File: src/rtl/imem_loader_if.sv
// Byte-stream and memory-write bundle for imem_loader.
// master = host side that drives the byte link; slave = the loader.
interface imem_loader_if #(
    parameter int unsigned ADDR_W = 7
);
    logic              s_valid;
    logic [7:0]        s_data;
    logic              s_ready;
    logic              restart;
    logic              mem_we;
    logic [ADDR_W-1:0] mem_waddr;
    logic [31:0]       mem_wdata;
    logic              busy;
    logic              done;
    logic              err;
    logic              cpu_hold;

    modport master (
        output s_valid, s_data, restart,
        input  s_ready, mem_we, mem_waddr, mem_wdata, busy, done, err, cpu_hold
    );

    modport slave (
        input  s_valid, s_data, restart,
        output s_ready, mem_we, mem_waddr, mem_wdata, busy, done, err, cpu_hold
    );
endinterface

File: src/rtl/imem_loader.sv
// Boot loader: packs a length-prefixed byte stream into little-endian words for the
// instruction memory and holds the core in reset until the image is complete.
// Optional trailing checksum byte: define IMEM_LOADER_CHECKSUM_EN.
module imem_loader #(
    parameter int unsigned MEM_BYTES = 128,
    parameter int unsigned ADDR_W    = 7
) (
    input  logic             clk,
    input  logic             reset,
    imem_loader_if.slave     bus
);

    localparam int unsigned WORDS = MEM_BYTES / 4;
    localparam int unsigned IDX_W = $clog2(WORDS + 1);

    typedef enum logic [2:0] {
        S_IDLE,
        S_DATA,
        S_CHECK,
        S_DONE,
        S_ERR
    } state_t;

    state_t            state_q;
    logic              s_ready_q;
    logic              mem_we_q;
    logic [ADDR_W-1:0] mem_waddr_q;
    logic [31:0]       mem_wdata_q;
    logic              busy_q;
    logic              done_q;
    logic              err_q;
    logic              cpu_hold_q;
    logic [IDX_W-1:0]  len_q;
    logic [IDX_W-1:0]  word_idx_q;
    logic [1:0]        byte_cnt_q;
    logic [23:0]       data_q;      // lanes 0..2 of the word being assembled
`ifdef IMEM_LOADER_CHECKSUM_EN
    logic [7:0]        sum_q;
`endif

    // s_ready_q is 1 in every state that accepts bytes, so s_valid alone marks a handshake there
    always_ff @(posedge clk or posedge reset) begin
        if (reset) begin
            state_q     <= S_IDLE;
            s_ready_q   <= 1'b1;
            mem_we_q    <= 1'b0;
            mem_waddr_q <= '0;
            mem_wdata_q <= '0;
            busy_q      <= 1'b0;
            done_q      <= 1'b0;
            err_q       <= 1'b0;
            cpu_hold_q  <= 1'b1;
            len_q       <= '0;
            word_idx_q  <= '0;
            byte_cnt_q  <= '0;
            data_q      <= '0;
`ifdef IMEM_LOADER_CHECKSUM_EN
            sum_q       <= '0;
`endif
        end else begin
            mem_we_q <= 1'b0;
            unique case (state_q)
                S_IDLE: begin
                    if (bus.s_valid) begin
                        if (bus.s_data == 8'd0 || bus.s_data > 8'(WORDS)) begin
                            state_q    <= S_ERR;
                            s_ready_q  <= 1'b0;
                            busy_q     <= 1'b0;
                            err_q      <= 1'b1;
                            cpu_hold_q <= 1'b1;
                        end else begin
                            state_q    <= S_DATA;
                            len_q      <= IDX_W'(bus.s_data);
                            word_idx_q <= '0;
                            byte_cnt_q <= '0;
                            busy_q     <= 1'b1;
`ifdef IMEM_LOADER_CHECKSUM_EN
                            sum_q      <= bus.s_data;
`endif
                        end
                    end
                end

                S_DATA: begin
                    if (bus.s_valid) begin
                        byte_cnt_q <= byte_cnt_q + 2'd1;
`ifdef IMEM_LOADER_CHECKSUM_EN
                        sum_q      <= sum_q + bus.s_data;
`endif
                        case (byte_cnt_q)
                            2'd0: data_q[7:0]   <= bus.s_data;
                            2'd1: data_q[15:8]  <= bus.s_data;
                            2'd2: data_q[23:16] <= bus.s_data;
                            2'd3: begin
                                // Fourth lane completes the word: write it out next cycle
                                mem_we_q    <= 1'b1;
                                mem_waddr_q <= {word_idx_q[ADDR_W-3:0], 2'b00};
                                mem_wdata_q <= {bus.s_data, data_q};
                                word_idx_q  <= word_idx_q + IDX_W'(1);
                                if (word_idx_q == len_q - IDX_W'(1)) begin
`ifdef IMEM_LOADER_CHECKSUM_EN
                                    state_q    <= S_CHECK;
`else
                                    state_q    <= S_DONE;
                                    s_ready_q  <= 1'b0;
                                    busy_q     <= 1'b0;
                                    done_q     <= 1'b1;
                                    cpu_hold_q <= 1'b0;
`endif
                                end
                            end
                        endcase
                    end
                end

                S_CHECK: begin
`ifdef IMEM_LOADER_CHECKSUM_EN
                    if (bus.s_valid) begin
                        s_ready_q <= 1'b0;
                        busy_q    <= 1'b0;
                        if ((sum_q + bus.s_data) == 8'h00) begin
                            state_q    <= S_DONE;
                            done_q     <= 1'b1;
                            cpu_hold_q <= 1'b0;
                        end else begin
                            state_q    <= S_ERR;
                            err_q      <= 1'b1;
                            cpu_hold_q <= 1'b1;
                        end
                    end
`else
                    state_q <= S_IDLE;
`endif
                end

                S_DONE, S_ERR: begin
                    if (bus.restart) begin
                        state_q    <= S_IDLE;
                        s_ready_q  <= 1'b1;
                        busy_q     <= 1'b0;
                        done_q     <= 1'b0;
                        err_q      <= 1'b0;
                        cpu_hold_q <= 1'b1;
                    end
                end

                default: state_q <= S_IDLE;
            endcase
        end
    end

    assign bus.s_ready   = s_ready_q;
    assign bus.mem_we    = mem_we_q;
    assign bus.mem_waddr = mem_waddr_q;
    assign bus.mem_wdata = mem_wdata_q;
    assign bus.busy      = busy_q;
    assign bus.done      = done_q;
    assign bus.err       = err_q;
    assign bus.cpu_hold  = cpu_hold_q;

endmodule
File: src/flat_wrapper.sv
// flat-port wrapper written by rule: the top's interface ports become plain ports
module imem_loader_flat 
#(
    parameter int unsigned MEM_BYTES = 128,
    parameter int unsigned ADDR_W    = 7
)
  (clk, reset, bus_s_valid, bus_s_data, bus_restart, bus_s_ready, bus_mem_we, bus_mem_waddr, bus_mem_wdata, bus_busy, bus_done, bus_err, bus_cpu_hold);
  imem_loader_if #(.ADDR_W(ADDR_W)) bus_i ();
  input  logic clk;
  input  logic reset;
  input wire logic [$bits(bus_i.s_valid)-1:0] bus_s_valid;
  input wire logic [$bits(bus_i.s_data)-1:0] bus_s_data;
  input wire logic [$bits(bus_i.restart)-1:0] bus_restart;
  output wire logic [$bits(bus_i.s_ready)-1:0] bus_s_ready;
  output wire logic [$bits(bus_i.mem_we)-1:0] bus_mem_we;
  output wire logic [$bits(bus_i.mem_waddr)-1:0] bus_mem_waddr;
  output wire logic [$bits(bus_i.mem_wdata)-1:0] bus_mem_wdata;
  output wire logic [$bits(bus_i.busy)-1:0] bus_busy;
  output wire logic [$bits(bus_i.done)-1:0] bus_done;
  output wire logic [$bits(bus_i.err)-1:0] bus_err;
  output wire logic [$bits(bus_i.cpu_hold)-1:0] bus_cpu_hold;
  assign bus_i.s_valid = bus_s_valid;
  assign bus_i.s_data = bus_s_data;
  assign bus_i.restart = bus_restart;
  assign bus_s_ready = bus_i.s_ready;
  assign bus_mem_we = bus_i.mem_we;
  assign bus_mem_waddr = bus_i.mem_waddr;
  assign bus_mem_wdata = bus_i.mem_wdata;
  assign bus_busy = bus_i.busy;
  assign bus_done = bus_i.done;
  assign bus_err = bus_i.err;
  assign bus_cpu_hold = bus_i.cpu_hold;
  imem_loader #(.MEM_BYTES(MEM_BYTES), .ADDR_W(ADDR_W)) u_core (.clk(clk), .reset(reset), .bus(bus_i));
endmodule
File: config.mk
export PLATFORM = sky130hd
export DESIGN_NAME = imem_loader_flat
export DESIGN_NICKNAME = d
export VERILOG_FILES = /design/src/rtl/imem_loader_if.sv /design/src/rtl/imem_loader.sv /design/src/flat_wrapper.sv
export SDC_FILE = /design/constraint.sdc
export NUM_CORES = 1
export LEC_CHECK = 0
export ABC_AREA = 1
export BUFFER_PORTS_ARGS = -buffer_cell sky130_fd_sc_hd__buf_2
export CAP_MARGIN = 20
export CELL_PAD_IN_SITES_DETAIL_PLACEMENT = 1
export CELL_PAD_IN_SITES_GLOBAL_PLACEMENT = 1
export CORE_UTILIZATION = 43
export DETAILED_ROUTE_END_ITERATION = 6
export GPL_ROUTABILITY_DRIVEN = 0
export PLACE_DENSITY_LB_ADDON = 0.1
export SLEW_MARGIN = 20
export SYNTH_ARGS = -nofsm -noshare
export SYNTH_HDL_FRONTEND = slang
export SYNTH_SLANG_ARGS = --single-unit
export TNS_END_PERCENT = 5
File: constraint.sdc
create_clock -name clk -period 2.5 [get_ports clk]
set_clock_uncertainty 0.05 [all_clocks]
set_input_delay 0.125 -clock clk [delete_from_list [all_inputs] [get_ports clk]]
set_output_delay 0.125 -clock clk [all_outputs]
set_load 0.1 [all_outputs]
==> Yosys cells after proc, flatten, opt, wreduce, memory -nomap -nowiden <==
Cells that the tools add are included.
{ "word_totals": {"reg_bits": 84, "input_bits": 12} }
{ "op_classes": {"add_sub_neg": 3, "order_cmp": 1, "n_eq_ne": 14, "muxes": 38, "bitwise": 1, "reduce_logical": 21} }
{ "ops": {"columns": ["op", "count"], "rows": [
  ["$mux 6", 4],
  ["$mux 3", 6],
  ["$mux 1", 17],
  ["$reduce_and 3->1", 5],
  ["$reduce_and 5->1", 3],
  ["$pmux 6 s2", 1],
  ["$pmux 1 s3", 3],
  ["$pmux 3 s3", 1],
  ["$gt 8x6->1 const B", 1],
  ["$logic_not 8->1", 1],
  ["$ne 2x2->1 const B", 4],
  ["$reduce_and 4->1", 2],
  ["$reduce_and 7->1", 1],
  ["$add 6x1->6 const B", 1],
  ["$eq 6x6->1", 1],
  ["$mux 2", 3],
  ["$ne 2x1->1 const B", 3],
  ["$reduce_and 6->1", 1],
  ["$reduce_bool 2->1", 3],
  ["$sub 6x1->6 const B", 1],
  ["$eq 2x2->1 const B", 2],
  ["$pmux 1 s2", 2],
  ["$pmux 2 s2", 1],
  ["$eq 3x1->1 const B", 1],
  ["10 further kinds", 10]
]} }

==> Depth between registers and ports, before layout <==
{ "depth": {"word_depth": 6, "depth_mapped": 13, "mapped_depth_nobuf": 13} }

==> Worst setup path before layout <==
Ideal clock, no wire load.
{ "synth_path": {"path_type": "register -> register", "startpoint": "reg u_core.len_q[0]", "endpoint": "reg u_core.state_q[1]", "setup_time_ps": 127, "t_arrival_ps": 1422, "path_slack_ps": 901, "path_stages_with_launch": 12, "path_buffers": 0, "period_less_slack_ps": 1599, "path_cell_list": "dfrtp_1 -> inv_1 -> ha_1 -> xnor2_1 -> nor2_1 -> nand2_1 -> nor2_1 -> nand2_1 -> nand2_1 -> nand2_2 -> nand2_1 -> o21ai_0"} }
{ "synth_between": {"elab_chain_len": 4} }
{ "synth_rtl": {"columns": ["element", "line", "source"], "rows": [
  ["from (decl)", "imem_loader.sv:33", "logic [IDX_W-1:0] len_q;"],
  ["from (signal assigned)", "imem_loader.sv:73", "len_q <= IDX_W'(bus.s_data);"],
  ["$sub 6x1->6", "imem_loader.sv:100", "if (word_idx_q == len_q - IDX_W'(1)) begin"],
  ["$eq 6x6->1", "imem_loader.sv:100", null],
  ["$ne 2x1->1 (no line)", null, null],
  ["$reduce_and 5->1 (no line)", null, null],
  ["to (signal assigned)", "imem_loader.sv:104", "state_q <= S_DONE;"],
  ["to (signal assigned)", "imem_loader.sv:132", "state_q <= S_IDLE;"],
  ["to (signal assigned)", "imem_loader.sv:138", "state_q <= S_IDLE;"],
  ["to (decl)", "imem_loader.sv:24", "state_t state_q;"]
]} }
No other way between the ends.
A chain may end at the register's enable or synchronous reset.

==> Worst setup path after layout <==
{ "layout_path": {"startpoint": "reg u_core.len_q[0]", "endpoint": "reg u_core.cpu_hold_q (netlist: u_core.bus.cpu_hold)"} }
{ "layout_between": {"elab_chain_len": 4} }
{ "layout_rtl": {"columns": ["element", "line", "source"], "rows": [
  ["$sub 6x1->6", "imem_loader.sv:100", null],
  ["$eq 6x6->1", "imem_loader.sv:100", null],
  ["$ne 2x1->1 (no line)", null, null],
  ["$reduce_and 7->1 (no line)", null, null],
  ["to (signal assigned)", "imem_loader.sv:70", "cpu_hold_q <= 1'b1;"],
  ["to (signal assigned)", "imem_loader.sv:108", "cpu_hold_q <= 1'b0;"],
  ["to (signal assigned)", "imem_loader.sv:143", "cpu_hold_q <= 1'b1;"],
  ["to (decl)", "imem_loader.sv:32", "logic cpu_hold_q;"]
]} }
No other way between the ends.

==> run metrics <==
TritonCTS buffer count 9; nets@finish 495; post-synthesis cell area 0.00374 mm2; Leak 2.36 nW; met3 wire len 260 um; Startpoint Class register; Clock transition at path regs 80 ps; starting DRC count in detailed routing 97; Hold Path Class in2reg; R2R depth 13; post-synthesis sequential area ratio 0.563; largest net degree at the start of global routing 53; Syn-to-layout area delta 14.7%; Fillers 1,020; Distinct cells, synth 24; # setup viols final 0; top layer in use met4; fin crit share 0.732; hold_sp bus_s_valid; Cells after DPL 570; maximum vdd ir drop 486 uV; per-cell routed wire length 14.6 um; total track usage 0.210; Yosys top cell by area dfrtp_1; setup TNS 0 ps; max_slew headroom 0.597; mean post-synth cell area 8.87 um2; Setup crit end kind register; Total Wirelength 8.53 mm; # port buffers 54; Power Density 1210 mW/mm2; Max stage delay cell, worst path dfrtp_1; FF+latch count, synth 84; CTS tree done; post-CTS resize count 0; I/O Pins 57; FP Rows 33; DRC viols 0; status completed; vias in the first global route 2,887; # Post-CTS Setup Buffers 0; Peak Freq 0.547 GHz; wl on met1 3.93 mm; CTS Root Cell clkbuf_8; Sink Count 84; grt total ovfl 0; share of cells above drive strength 1 0.206; RR Startpoint u_core.len_q[0]; reg-to-reg slack, setup 670 ps; H-tree levels 3; Final min period 1830 ps; Final Hold Viols 0; die footprint 0.00906 mm2; crit-path cells inv_1 -> ha_1 -> inv_1 -> nand2_1 -> nand2_1 -> nand2_1 -> nand3_1 -> nor2_1 -> nand2_1 -> nand2_1 -> nand4_1 -> nand2_1 -> nand2_1; Synth top area share 0.549; Pins Over Slew Limit 0; met2 WL 4.27 mm; Max Cap Violations 0; Yosys warnings 0; critical path peak fanout 5; CP Data Required Time 2730 ps; Reg-to-Reg End u_core.bus.cpu_hold; Routed Antenna Nets 0; Worst-Skew Late Latency 350 ps; CP most frequent cell nand2_1; Clock Path Buffers 2; Crit. Startpoint u_core.len_q[0]; Arr. time, crit path 2060 ps; RSZ-0062 raised after global routing false; Layout Cells excl Fill 586; first-pass GRT wire length 14.4 mm; initial antenna violation count 0; max incr delay on CP 420 ps; Post-DP HPWL 5.98 mm; Cells after Synth 421; chip height 95.2 um; DR pass1 iterations 4; Worst-Margin Slew 604 ps; hold buffers post-CTS 1; Vias 2,829; # diodes 0; end of the critical path u_core.bus.cpu_hold; synth top area cells dfrtp_1 (55%), nand2_1 (17%), o21ai_0 (5.5%), inv_1 (3.3%), o21ai_2 (3.0%); Initial Utilization 0.450; CP Class reg2reg; DR vias/cell 4.83; DIE WIDTH 95.2 um; Core ar. 0.00830 mm2
-- layout by cell type (no fill, tap or decap), types with 3 or more instances in the layout --
cell type	n
o21ai_0	41
inv_1	32
xnor2_1	5
buf_2	54
xor2_1	4
dfrtp_1	82
a21oi_1	3
ha_1	6
clkbuf_8	12
nand2_2	4
nand3_1	14
nor2_1	21
o21ai_2	13
nand2_1	167
-- routing by layer --
metal	track usage	vias to the layer above
met4	0.0568	0
li1	-	1418
met1	0.280	1364
met3	0.0407	6
met5	0	-
met2	0.350	41
-- flip-flops by register name, indices dropped and copies added (netlist names) --
signal                count
u_core.data_q            24
u_core.bus.cpu_hold       1
u_core.len_q              6
u_core.byte_cnt_q         2
u_core.bus.mem_we         1
u_core.bus.mem_waddr      5
u_core.bus.err            1
u_core.bus.mem_wdata     32
u_core.bus.s_ready        1
u_core.bus.done           1
u_core.bus.busy           1
u_core.state_q            3
u_core.word_idx_q         6
-- report_power, final --
| part | internal [W] | switching, W | total [W] |
|---|---|---|---|
| Sequential | 0.00174 | 0.000264 | 0.00200 |
| Clock | 0.000538 | 0.000477 | 0.00102 |
| Combinational | 0.000499 | 0.00168 | 0.00218 |
| Total | 0.00277 | 0.00242 | 0.00519 |
-- cell usage after synthesis --
cell type / instances
buf_6: 5
nand3_1: 14
inv_4: 2
inv_2: 2
buf_4: 4
o21ai_2: 13
a21oi_1: 3
nor2_4: 2
nand4_1: 2
buf_2: 4
ha_1: 6
xnor2_1: 5
o21ai_0: 41
nand2_1: 167
xor2_1: 4
nor2_1: 21
nand2_2: 4
nand3b_1: 1
inv_1: 33
dfstp_2: 2
nor2_8: 2
conb_1: 1
nor4_1: 1
dfrtp_1: 82
-- final cells by class --
cell class                      instances  area [um2]  area share
Sequential cell                        84        2100       0.491
Inverter                               37         145      0.0339
Clock buffer                           12         165      0.0386
Timing Repair Buffer                   57         308      0.0718
Multi-Input combinational cell        288        1390       0.323
Clock inverter                          3        45.0      0.0105
Tap cell                              105         131      0.0307
-- worst max-delay path, delay by kind of cell (launching register included) --
kind	cells	cell delay, ps
simple gates	10	860
flops	1	420
fa+ha+maj	1	220
buf+inv	2	220
-- logic make-up (layout without fill, tap and decap cells) --
| group | count (synthesis) | after routing | share of synthesized area |
|---|---|---|---|
| other cells | 1 | 2 | 0.00100 |
| buf+inv | 50 | 109 | 0.0670 |
| xor+xnor | 9 | 9 | 0.0211 |
| simple gates | 214 | 214 | 0.238 |
| compound gates | 57 | 57 | 0.0894 |
| fa+ha+maj | 6 | 6 | 0.0201 |
| flops | 84 | 84 | 0.563 |
-- through the flow --
step                      instance area, um2  hold slack [ps]  total power [W]  worst slack (ps)  utilization
after floorplan                         3740              222          0.00380               163            -
after global placement                  4060              162          0.00416               721        0.490
after detailed placement                4060              163          0.00423               663        0.490
after CTS                               4280             38.3          0.00526               647        0.516
after global routing                    4280             97.9          0.00558               404        0.516
final                                   4280             58.2          0.00519               671        0.516
-- how the worst min path moves through the flow --
stage | slack (ps) | endpoint | cells past startpoint
after detailed placement | 160 | u_core.bus.mem_wdata[18] | 2
after CTS | 40 | u_core.byte_cnt_q[1] | 3
final | 60 | u_core.byte_cnt_q[1] | 3
after floorplan | 220 | u_core.byte_cnt_q[1] | 2
after global placement | 160 | u_core.bus.mem_wdata[17] | 2
after global routing | 100 | u_core.byte_cnt_q[1] | 3
Note: power is estimated with default switching activity, not from simulation.
